File: src/rtl/reverse_sequence_st_if.sv
// reverse_sequence_st_if
// Groups the two ready/valid streams of the record reverser and its overflow
// status into one bundle.
//   in_ready  : reverser can take a byte this cycle
//   in_valid  : upstream byte valid
//   in_data   : upstream base code
//   out_ready : downstream accepts the output byte
//   out_valid : output byte valid
//   out_data  : output byte
//   overflow  : one-cycle pulse when a chunk is force-flushed
// The slave modport is the reverser itself; the master modport is whatever
// feeds and drains it.
interface reverse_sequence_st_if;
    logic       in_ready;
    logic       in_valid;
    logic [0:7] in_data;
    logic       out_ready;
    logic       out_valid;
    logic [0:7] out_data;
    logic       overflow;

    modport slave (
        output in_ready,
        input  in_valid,
        input  in_data,
        input  out_ready,
        output out_valid,
        output out_data,
        output overflow
    );

    modport master (
        input  in_ready,
        output in_valid,
        output in_data,
        output out_ready,
        input  out_valid,
        input  out_data,
        input  overflow
    );
endinterface

File: src/rtl/reverse_sequence_st.sv
// reverse_sequence_st
// Buffers one terminator-delimited record of base codes, then replays it in
// reverse order followed by the terminator. Placed after the complement stage
// this yields a reverse complement. Records longer than DEPTH are cut into
// DEPTH-sized chunks; each full chunk is flushed without a terminator and
// flagged with a one-cycle overflow pulse.
// Ports:
//   clock : rising-edge clock
//   reset : asynchronous, active-high
//   bus   : reverse_sequence_st_if.slave (in/out ready-valid streams, overflow)
// All outputs are registered; there is no combinational input-to-output path.
module reverse_sequence_st #(
    parameter int         ADDR_WIDTH = 8,
    parameter int         DEPTH      = 2 ** ADDR_WIDTH,
    parameter logic [7:0] TERMINATOR = 8'h0A
) (
    input logic                  clock,
    input logic                  reset,
    reverse_sequence_st_if.slave bus
);

    localparam int CW = ADDR_WIDTH + 1;
    localparam logic [CW-1:0] DEPTH_C = CW'(DEPTH);
    localparam logic [CW-1:0] ONE_C   = CW'(1);

    typedef enum logic [1:0] {
        FILL,
        DRAIN,
        TERM
    } state_t;

    state_t          state;
    state_t          state_next;
    logic [CW-1:0]   count;
    logic [CW-1:0]   count_next;
    logic            term_pending;
    logic            term_pending_next;
    logic            in_ready_q;
    logic            out_valid_q;
    logic            out_valid_next;
    logic [0:7]      out_data_q;
    logic [0:7]      out_data_next;
    logic            overflow_q;
    logic            overflow_next;
    logic            wr_en;
    logic [ADDR_WIDTH-1:0] rd_addr;
    logic            load_slot;
    logic            in_fire;

    logic [0:7] mem [DEPTH];

    assign bus.in_ready  = in_ready_q;
    assign bus.out_valid = out_valid_q;
    assign bus.out_data  = out_data_q;
    assign bus.overflow  = overflow_q;

    // The output register may be (re)loaded when it is empty or being taken.
    // The newest stored byte sits at count-1, so draining from the top of the
    // buffer gives the reverse order for free.
    assign load_slot = !out_valid_q || bus.out_ready;
    assign in_fire   = in_ready_q && bus.in_valid;
    assign rd_addr   = count[ADDR_WIDTH-1:0] - ADDR_WIDTH'(1);

    // Next-state and next-output logic. FILL only accepts input, DRAIN only
    // emits stored bytes, TERM emits the delimiter; the record is processed
    // half-duplex so input and output never compete for the buffer.
    always_comb begin
        state_next        = state;
        count_next        = count;
        term_pending_next = term_pending;
        out_valid_next    = out_valid_q;
        out_data_next     = out_data_q;
        overflow_next     = 1'b0;
        wr_en             = 1'b0;

        case (state)
            FILL: begin
                if (out_valid_q && bus.out_ready) begin
                    out_valid_next = 1'b0;
                end
                if (in_fire) begin
                    if (bus.in_data == TERMINATOR) begin
                        if (count != '0) begin
                            state_next        = DRAIN;
                            term_pending_next = 1'b1;
                        end else begin
                            state_next = TERM;
                        end
                    end else begin
                        wr_en      = 1'b1;
                        count_next = count + ONE_C;
                        // A full buffer is flushed as a chunk with no
                        // delimiter; the rest of the record follows later.
                        if (count_next == DEPTH_C) begin
                            state_next        = DRAIN;
                            term_pending_next = 1'b0;
                            overflow_next     = 1'b1;
                        end
                    end
                end
            end

            DRAIN: begin
                if (load_slot) begin
                    out_data_next  = mem[rd_addr];
                    out_valid_next = 1'b1;
                    count_next     = count - ONE_C;
                    if (count == ONE_C) begin
                        state_next = term_pending ? TERM : FILL;
                    end
                end
            end

            TERM: begin
                if (load_slot) begin
                    out_data_next     = TERMINATOR;
                    out_valid_next    = 1'b1;
                    term_pending_next = 1'b0;
                    state_next        = FILL;
                end
            end

            default: begin
                state_next = FILL;
            end
        endcase
    end

    // Control and output registers. in_ready is registered from the next
    // state so it is already low in the cycle after a terminator or a
    // buffer-filling base is accepted.
    always_ff @(posedge clock or posedge reset) begin
        if (reset) begin
            state        <= FILL;
            count        <= '0;
            term_pending <= 1'b0;
            in_ready_q   <= 1'b1;
            out_valid_q  <= 1'b0;
            out_data_q   <= '0;
            overflow_q   <= 1'b0;
        end else begin
            state        <= state_next;
            count        <= count_next;
            term_pending <= term_pending_next;
            in_ready_q   <= (state_next == FILL);
            out_valid_q  <= out_valid_next;
            out_data_q   <= out_data_next;
            overflow_q   <= overflow_next;
        end
    end

    // Record storage. It needs no reset: the occupancy counter decides which
    // entries are meaningful, so stale contents are never read.
    always_ff @(posedge clock) begin
        if (wr_en) begin
            mem[count[ADDR_WIDTH-1:0]] <= bus.in_data;
        end
    end

endmodule

File: src/flat_wrapper.sv
// flat-port wrapper written by rule: the top's interface ports become plain ports
module reverse_sequence_st_flat 
#(
    parameter int         ADDR_WIDTH = 8,
    parameter int         DEPTH      = 2 ** ADDR_WIDTH,
    parameter logic [7:0] TERMINATOR = 8'h0A
)
  (clock, reset, bus_in_ready, bus_in_valid, bus_in_data, bus_out_ready, bus_out_valid, bus_out_data, bus_overflow);
  reverse_sequence_st_if bus_i ();
  input logic clock;
  input logic reset;
  output wire logic [$bits(bus_i.in_ready)-1:0] bus_in_ready;
  input wire logic [$bits(bus_i.in_valid)-1:0] bus_in_valid;
  input wire logic [$bits(bus_i.in_data)-1:0] bus_in_data;
  input wire logic [$bits(bus_i.out_ready)-1:0] bus_out_ready;
  output wire logic [$bits(bus_i.out_valid)-1:0] bus_out_valid;
  output wire logic [$bits(bus_i.out_data)-1:0] bus_out_data;
  output wire logic [$bits(bus_i.overflow)-1:0] bus_overflow;
  assign bus_in_ready = bus_i.in_ready;
  assign bus_i.in_valid = bus_in_valid;
  assign bus_i.in_data = bus_in_data;
  assign bus_i.out_ready = bus_out_ready;
  assign bus_out_valid = bus_i.out_valid;
  assign bus_out_data = bus_i.out_data;
  assign bus_overflow = bus_i.overflow;
  reverse_sequence_st #(.ADDR_WIDTH(ADDR_WIDTH), .DEPTH(DEPTH), .TERMINATOR(TERMINATOR)) u_core (.clock(clock), .reset(reset), .bus(bus_i));
endmodule
File: config.mk
export PLATFORM = sky130hd
export DESIGN_NAME = reverse_sequence_st_flat
export DESIGN_NICKNAME = d
export VERILOG_FILES = /design/src/rtl/reverse_sequence_st_if.sv /design/src/rtl/reverse_sequence_st.sv /design/src/flat_wrapper.sv
export SDC_FILE = /design/constraint.sdc
export NUM_CORES = 2
export LEC_CHECK = 0
export CAP_MARGIN = 20
export CORE_MARGIN = 2
export CORE_UTILIZATION = 60
export CTS_CLUSTER_DIAMETER = 120
export CTS_CLUSTER_SIZE = 20
export DETAILED_ROUTE_END_ITERATION = 8
export GPL_TIMING_DRIVEN = 1
export PLACE_DENSITY = 0.81
export SLEW_MARGIN = 20
export SYNTH_ARGS = -nofsm -noshare
export SYNTH_HDL_FRONTEND = slang
export SYNTH_SLANG_ARGS = --single-unit
export TNS_END_PERCENT = 5
File: constraint.sdc
create_clock -name clock -period 6 [get_ports clock]
set_input_delay 1.8 -clock clock [delete_from_list [all_inputs] [get_ports clock]]
set_output_delay 1.8 -clock clock [all_outputs]
set_load 0.02 [all_outputs]
; Word level (Yosys, flattened, before mapping)
; Memories as Yosys holds them, arrays and structs flattened.
; Cells that the tools add are included.
[totals]
word_cells = 74
mem_bits_rw = 2048
output_inout_bits = 11
regBits = 23
inputBits = 12
latchBits = 0
romBits = 0
mem_count = 1
[classes]
n_mul = 0
magnitude_cmp = 0
n_reduce_logical = 16
n_addsub = 3
bitwise_logic = 0
n_eq_ne = 13
muxes = 34
div_mod_pow = 0
n_shift = 0
[mem_list]
columns = memory, depth, word_bits, read_ports, rd_clocked_by_memory_dff, wr, line
row1 = u_core.mem, 256, 8, 1, 0, 1, reverse_sequence_st.sv:50  ; logic [0:7] mem [DEPTH];
[op_table]
columns = cell, count
row1 = 2-to-1 mux 9 bit, 3
row2 = case mux 9 bit (2 select lines), 1
row3 = 2-to-1 mux 1 bit, 16
row4 = 2-to-1 mux 2 bit, 8
row5 = 2-to-1 mux 8 bit, 2
row6 = case mux 8 bit (2 select lines), 1
row7 = inequality test 2 x 1 -> 1 bit (second input constant), 5
row8 = adder 9 x 1 -> 9 bit (second input constant), 1
row9 = equality test 9 x 1 -> 1 bit (second input constant), 1
row10 = equality test 9 bit (second input constant), 1
row11 = nonzero test 9 bit, 1
row12 = subtractor 9 x 1 -> 9 bit (second input constant), 1
row13 = equality test 8 x 4 -> 1 bit (second input constant), 1
row14 = nonzero test 2 bit, 4
row15 = subtractor 8 x 1 -> 8 bit (second input constant), 1
row16 = case mux 2 bit (3 select lines), 1
row17 = AND reduction 3 bit, 2
row18 = AND reduction 5 bit, 1
row19 = zero test 2 bit, 2
row20 = case mux 1 bit (2 select lines), 2
row21 = AND reduction 4 bit, 1
row22 = inequality test 3 x 1 -> 1 bit (second input constant), 1
row23 = inequality test 3 bit (second input constant), 1
row24 = equality test 2 x 1 -> 1 bit (second input constant), 1
row25 = 6 further kinds, 7

; Logic depth before layout (Yosys ltp)
[logic_depth]
word_depth = 7
mapped_depth = 21
depth_no_buf = 9

; Worst setup path after synthesis
; OpenSTA, ideal clock, no wires.
[synth_timing]
path_type = register to register
startpoint = reg u_core.count[0]
endpoint = reg u_core.out_data_q, in the netlist u_core.bus.out_data[5]
arrival_time_ps = 4354
required_ps = 5869
path_buffers = 10
period_less_slack_ps = 4485
path_stages_with_launch = 18
setup_time_ps = 131
path_slack_ps = 1515
cell_sequence = dfrtp_1 buf_6 buf_6 buf_4 buf_4 inv_1 buf_6 clkbuf_1 ha_1 buf_2 buf_2 buf_1 clkbuf_1 mux4_2 mux4_2 mux4_2 a22oi_1 nand3_1
[synth_between]
elab_chain_len = 4
[synth_lines]
columns = item, line
row1 = from (decl), reverse_sequence_st.sv:34  ; logic [CW-1:0] count;
row2 = from (signal assigned), reverse_sequence_st.sv:143  ; count <= count_next;
row3 = subtractor 8 x 1 -> 8 bit, reverse_sequence_st.sv:62  ; assign rd_addr = count[ADDR_WIDTH-1:0] - ADDR_WIDTH'(1);
row4 = memory read (256 x 8 bit), n/a
row5 = 2-to-1 mux 8 bit, reverse_sequence_st.sv:104  ; if (load_slot) begin
row6 = case mux 8 bit (2 select lines), reverse_sequence_st.sv:76  ; case (state)
row7 = to (signal assigned), reverse_sequence_st.sv:147  ; out_data_q <= out_data_next;
row8 = to (decl), reverse_sequence_st.sv:41  ; logic [0:7] out_data_q;
; No other way between the ends. The select of a mux whose other input is x is not followed.
; A chain may end at the register's enable or synchronous reset.

; Final worst setup path
; Same ends and word-level chain as after synthesis.

==> run metrics <==
status=complete, no violations; post-DP HPWL=113000 um; post-CTS setup buffer count=0; Ys Warns=0; # H-tree levels=3; Die W=372 um; maximum VDD drop=0.000554 V; critical path capture point type=flop; Sink Count=2071; net count after synthesis=3716; I/O Pins=23; Syn-to-layout area delta=6.48%; unrepaired setup endpoints after global routing=false; maximum clock path buffer count=3; # DRC=0; critical path fanouts, max=108; most used cell, CP=mux4_2; Final ANT Viol Nets=0; EDFF count, synth=2048; largest net degree at the start of global routing=204; FFs w/ async S/R, synth=1.11%; Root Buffer=clkbuf_16; Rows=135; # setup viols final=0; global-route wire length before repair=277000 um; All-Layer GR Usage=28.2%; CP required=6620 ps; period utilisation layout=85.0%; slowest stage delay, CP=680 ps; register area share after synthesis=76.3%; Vias/cell=7.12; post-CTS resize count=0; synthesized instance count=3695; kind of cell adding the most delay to the critical path=multiplexers; share of layout cells above drive strength 1=22.2%; clock buffer count from CTS=113; Fillers=8305; Worst path slowest cell=ha_4; hold slack=499 ps; synthesized area=81400 um^2; Top FF cell, synth=edfxtp_1; die extent in y=372 um; drt initial violations=6823; initial antenna violation count=9; Power Density=474 nW/um^2; Post-CTS Hold Buffers=0; Worst-Margin Slew=1210 ps; Yosys top cell area share=75.5%; Fin Setup TNS=0 ps; Worst Skew=40.5 ps; DR pass1 iterations=6; total wire length=193000 um; CORE AREA=135000 um^2; post-DR wirelength/cell=34.8 um; Netlist cell types=78; top cells by area, synth=edfxtp_1 (76%), mux4_2 (16%), nor2_1 (1.3%), mux2i_1 (1.1%), mux4_1 (0.81%); gr ovfl total=0; clk_lat worst skew=770 ps; CTS clk-pin slew, worst paths=90 ps; Synth area leader=edfxtp_1; Worst Path Buf+Inv=3; crit path kind=reg2reg; top post-synthesis cells by count=edfxtp_1 (2048), mux4_2 (566), nor2_1 (284), nand2_1 (149), mux2i_1 (88); gpl congestion=0.968; via count=39400; Avg Inst Size Synth=22.0 um^2; final net count=3730; max-cap viol count=0; Worst EP arrival=5710 ps; Hold Crit Class=reg2reg; CTS tree=done; top-count cell post-synth=edfxtp_1; Achievable Freq=196 MHz; initial core utilization=60.2%; utilization after layout=64.1%; FF+latch count, synth=2071; vias in the first global route=38500; Leak=26.4 nW; area of the die=139000 um^2; crit-path cells=inv_2 > buf_4 > ha_4 > buf_12 > mux4_2 > mux4_2 > mux4_2 > a22oi_1 > nand3_1; Tot Pwr=41.1 mW; CP startpoint kind=flop; max_slew headroom=19.3%; Final min period=5100 ps; Fin. Hold Viols=0; Slew Limit Fails=0; Port Buffers=22
==> flip-flops by register name (all words and copies together) (netlist names) <==
name,flops
u_core.bus.out_data,8
u_core.state,2
u_core.bus.overflow,1
u_core.term_pending,1
u_core.mem,2048
u_core.count,9
u_core.bus.out_valid,1
u_core.bus.in_ready,1
==> path summary, 6_finish.rpt <==
path,start,cells past startpoint,slack [ps],end
hold reg to reg,u_core.term_pending,1,500,u_core.term_pending
hold / removal,u_core.term_pending,1,500,u_core.term_pending
setup / recovery,u_core.count[0],9,900,u_core.bus.out_data[5]
max in group asynchronous,reset,2,3800,u_core.count[0]
setup reg to reg,u_core.count[0],9,900,u_core.bus.out_data[5]
min in group asynchronous,reset,2,1640,u_core.bus.out_data[1]
==> metrics by stage <==
step | std cells | worst slack, ps | instance area (um^2)
2_1_floorplan | 3695 | 1510 | 81400
3_3_place_gp | 5374 | 1140 | 83600
3_5_place_dp | 5374 | 1050 | 83600
4_1_cts | 5530 | 1030 | 86600
5_1_grt | 5531 | 847 | 86700
6_report | 5535 | 902 | 86700
==> layout by cell type, fill, tap and decap left out, types with 7 or more instances in the layout <==
master           instances
edfxtp_1              2048
mux4_2                 566
nor2_1                 284
nand2_1                138
clkbuf_16              115
mux2i_1                 88
buf_4                   76
nand3_1                 46
clkbuf_1                38
mux4_1                  25
a21oi_1                 24
dfrtp_1                 21
o21ai_0                 16
nor3_1                  16
a2111oi_0               14
clkdlybuf4s50_1         14
buf_12                  14
mux2_2                  13
nor4_1                  11
nor2b_1                 11
nand2_2                 10
inv_1                    9
and2_1                   8
xor2_1                   8
ha_1                     8
clkbuf_8                 8
a31oi_1                  7
==> cell families after synthesis <==
logic type / after synthesis / share of synthesized area [%]
flip-flops: 2071 / 76.3
multiplexers: 692 / 17.7
AND/OR/NAND/NOR: 560 / 2.96
buffers and inverters: 224 / 1.59
AO/OA/AOI/OAI: 120 / 1.08
XOR/XNOR: 19 / 0.246
adder cells (fa/ha/maj): 9 / 0.138
==> per-layer routing <==
layer / share of wire, % / wire, um / track usage [%]
met5: 0.049 / 95 / 0
met4: 4.0 / 7760 / 10.5
met3: 12 / 23000 / 6.40
met2: 49 / 93500 / 44.3
met1: 35 / 68200 / 39.5
==> cell type report <==
cell class	instances	area [um^2]	area share [%]
Antenna cell	4	10.0	0.0115
Clock buffer	153	3020	3.48
Clock inverter	3	43.8	0.0505
Inverter	11	41.3	0.0476
Multi-Input combinational cell	1400	18200	20.9
Sequential cell	2071	62100	71.6
Tap cell	1781	2230	2.57
Timing Repair Buffer	112	1100	1.27
==> power breakdown <==
group	internal, mW	leakage (nW)	total (mW)	switching (mW)
sequential	16.1	18.7	16.4	0.283
clock	3.49	1.48	7.81	4.32
combinational	7.36	6.19	16.9	9.58
total	26.9	26.4	41.1	14.2
Note: power is estimated with default switching activity, not from simulation.
==> variant (same flow settings) <==
`ADDR_WIDTH` is set to 8 in 2 places; all go to 7.
--- a/src/rtl/reverse_sequence_st.sv
+++ b/src/rtl/reverse_sequence_st.sv
@@ -11,5 +11,5 @@
 // All outputs are registered; there is no combinational input-to-output path.
 module reverse_sequence_st #(
-    parameter int         ADDR_WIDTH = 8,
+    parameter int         ADDR_WIDTH = 7,
     parameter int         DEPTH      = 2 ** ADDR_WIDTH,
     parameter logic [7:0] TERMINATOR = 8'h0A
--- a/src/flat_wrapper.sv
+++ b/src/flat_wrapper.sv
@@ -2,5 +2,5 @@
 module reverse_sequence_st_flat 
 #(
-    parameter int         ADDR_WIDTH = 8,
+    parameter int         ADDR_WIDTH = 7,
     parameter int         DEPTH      = 2 ** ADDR_WIDTH,
     parameter logic [7:0] TERMINATOR = 8'h0A
Behaviour: same outputs for any inputs over 4 cycles, from zero or initial values and one cycle with reset high; that may be too few to reach the edited logic, so the function may still have changed.
==> variant against the original RTL <==
Critical path depth did not move; power fell by 45%; synthesized area fell by 49%; combinational power fell by 41%; wire length fell by 46%; sequential cell count fell by 1025; count of clock-buffer cells in the layout fell by 46; first-iteration DRC count fell by 47%; worst setup slack improved by 440 ps; via count fell by 42%; synthesized cell count fell by 40%; sequential power fell by 49%; design area fell by 48%.
==> variant: results (changes against the original RTL) <==
The first-iteration detailed-routing DRC count is 3626 (-47%). The count of mapped cells out of synthesis is 2221 (-40%). In the synthesized netlist, the cells that appear most often are edfxtp_1 (1024), mux4_2 (209), nand2_1 (205). The final-stage net count was 2259 (-39%). The mux contribution to synthesized area was 13.8% (-4.0 points). The total number of vias came out at 22700 (-42%). The worst-path maximum fanout is 66 (-39%). The leakage power is 13.9 nW (-47%). The share of the synthesized area in compound gates (AO/OA/AOI/OAI) came out at 2.56% (+1.5 points). After synthesis, the cell types taking the most area are edfxtp_1 (74%), mux4_2 (11%), nand2_1 (1.8%). The fraction of registers with async set/reset came out at 2.10% (+0.99 points). The share of synthesized area occupied by flip-flops and latches came out at 75.0% (-1.2 points). The area share of xor/xnor cells in the synthesized design came out at 0.471% (+0.22 points). The run finished with clean final reports. The ratio of cells with drive above 1 in the final layout came out at 17.2% (-5.0 points). The normalized max-slew margin came out at 17.3% (-2.0 points). The wire length of the first global-routing pass came to 152 mm (-45%). The per-cell via count in the routed design is 7.06 (-0.88%). The longest individual stage delay on the worst path came out at 810 ps (+130 ps). The global-route usage over all layers came out at 29.8% (+1.6 points). The final clock skew is 24.6 ps (-15.9 ps). The number of filler instances in the final layout was 4465 (-46%). The clock latency at the later pin of the worst-skew pair is 670 ps (-100 ps). The total half-perimeter wirelength after legalization and detailed placement was 63.7 mm (-44%). The largest net degree at the start of global routing is 83 (-59%). The critical-path cell with the highest stage delay is a211oi_1. The setup slack of the most critical reg-to-reg path is 1340 ps (+440 ps). The final RePlAce weighted congestion is 0.953 (-1.6%). The initial antenna violation count came out at 4 (-5).

The largest vdd supply drop was 0.522 mV (-5.7%). The number of enable flip-flop cells after synthesis was 1024 (-50%). The maximum level of the CTS H-tree is 2 (-1). The adder-cell share of the synthesized area came to 0.240% (+0.10 points). The final hold slack came out at 544 ps (+45.5 ps).

The placed instance count is 3110 (-42%).
==> variant: cell types whose count changed in the layout (fill, tap and decap cells not counted), moves of 13 or more <==
cell       unedited run  this run
a31oi_1               7        20
a32oi_1               1        17
clkbuf_16           115        59
edfxtp_1           2048      1024
mux2i_1              88        54
mux4_1               25         9
mux4_2              566       209
nand2_1             138       205
nand3_1              46        80
nand4_1               3        26
nor2_1              284       159
==> variant: final cells by class <==
type	instances	area [um^2]	share of cell area [%]
flip-flops and latches	1046	31300	70.1
multi-input cells	1037	9750	21.8
clock buffers	107	1660	3.71
well taps	931	1160	2.61
repair buffers	87	751	1.68
inverters	9	33.8	0.0756
clock inverters	2	25.0	0.0560
==> variant: where the power goes <==
part,internal [mW],switching (mW)
Combinational,3.78,6.18
Clock,1.87,2.27
Sequential,8.19,0.227
==> variant: critical path: cells and delay by family, from the launching register on <==
kind                       cells  cell delay, ps
AOI/OAI and AO/OA              4            1410
buffers and inverters          2             760
xor gates and xnor gates       1             650
DFF                            1             610
muxes                          1             560
adders and majority gates      1             420
==> variant: kinds of logic after synthesis <==
family,after synthesis
buffers and inverters,138
and+or+nand+nor,572
xor gates and xnor gates,16
muxes,295
adders and majority gates,8
DFF,1046
AOI/OAI and AO/OA,146
==> variant: layer usage <==
metal | GRT usage [%] | share of wire, % | vias up
li1 | - | - | 8983
met2 | 44.9 | 46 | 1966
met5 | 0.878 | 0.10 | -
met4 | 11.6 | 4.7 | 6
met3 | 7.09 | 13 | 311
met1 | 42.9 | 36 | 11500
==> variant: path summary, 6_finish.rpt <==
| path | end | cells past startpoint |
|---|---|---|
| max | u_core.bus.out_data[2] | 9 |
| min | u_core.term_pending | 2 |
| max reg2reg | u_core.bus.out_data[2] | 9 |
| min reg2reg | u_core.term_pending | 2 |
| max in group asynchronous | u_core.count[0] | 2 |
| min in group asynchronous | u_core.count[7] | 2 |
==> variant: through the flow <==
step,area [um^2],setup slack (ps)
2_1_floorplan,41700,2360
3_3_place_gp,43000,1170
3_5_place_dp,43000,1060
4_1_cts,44700,1460
5_1_grt,44700,1130
6_report,44700,1340
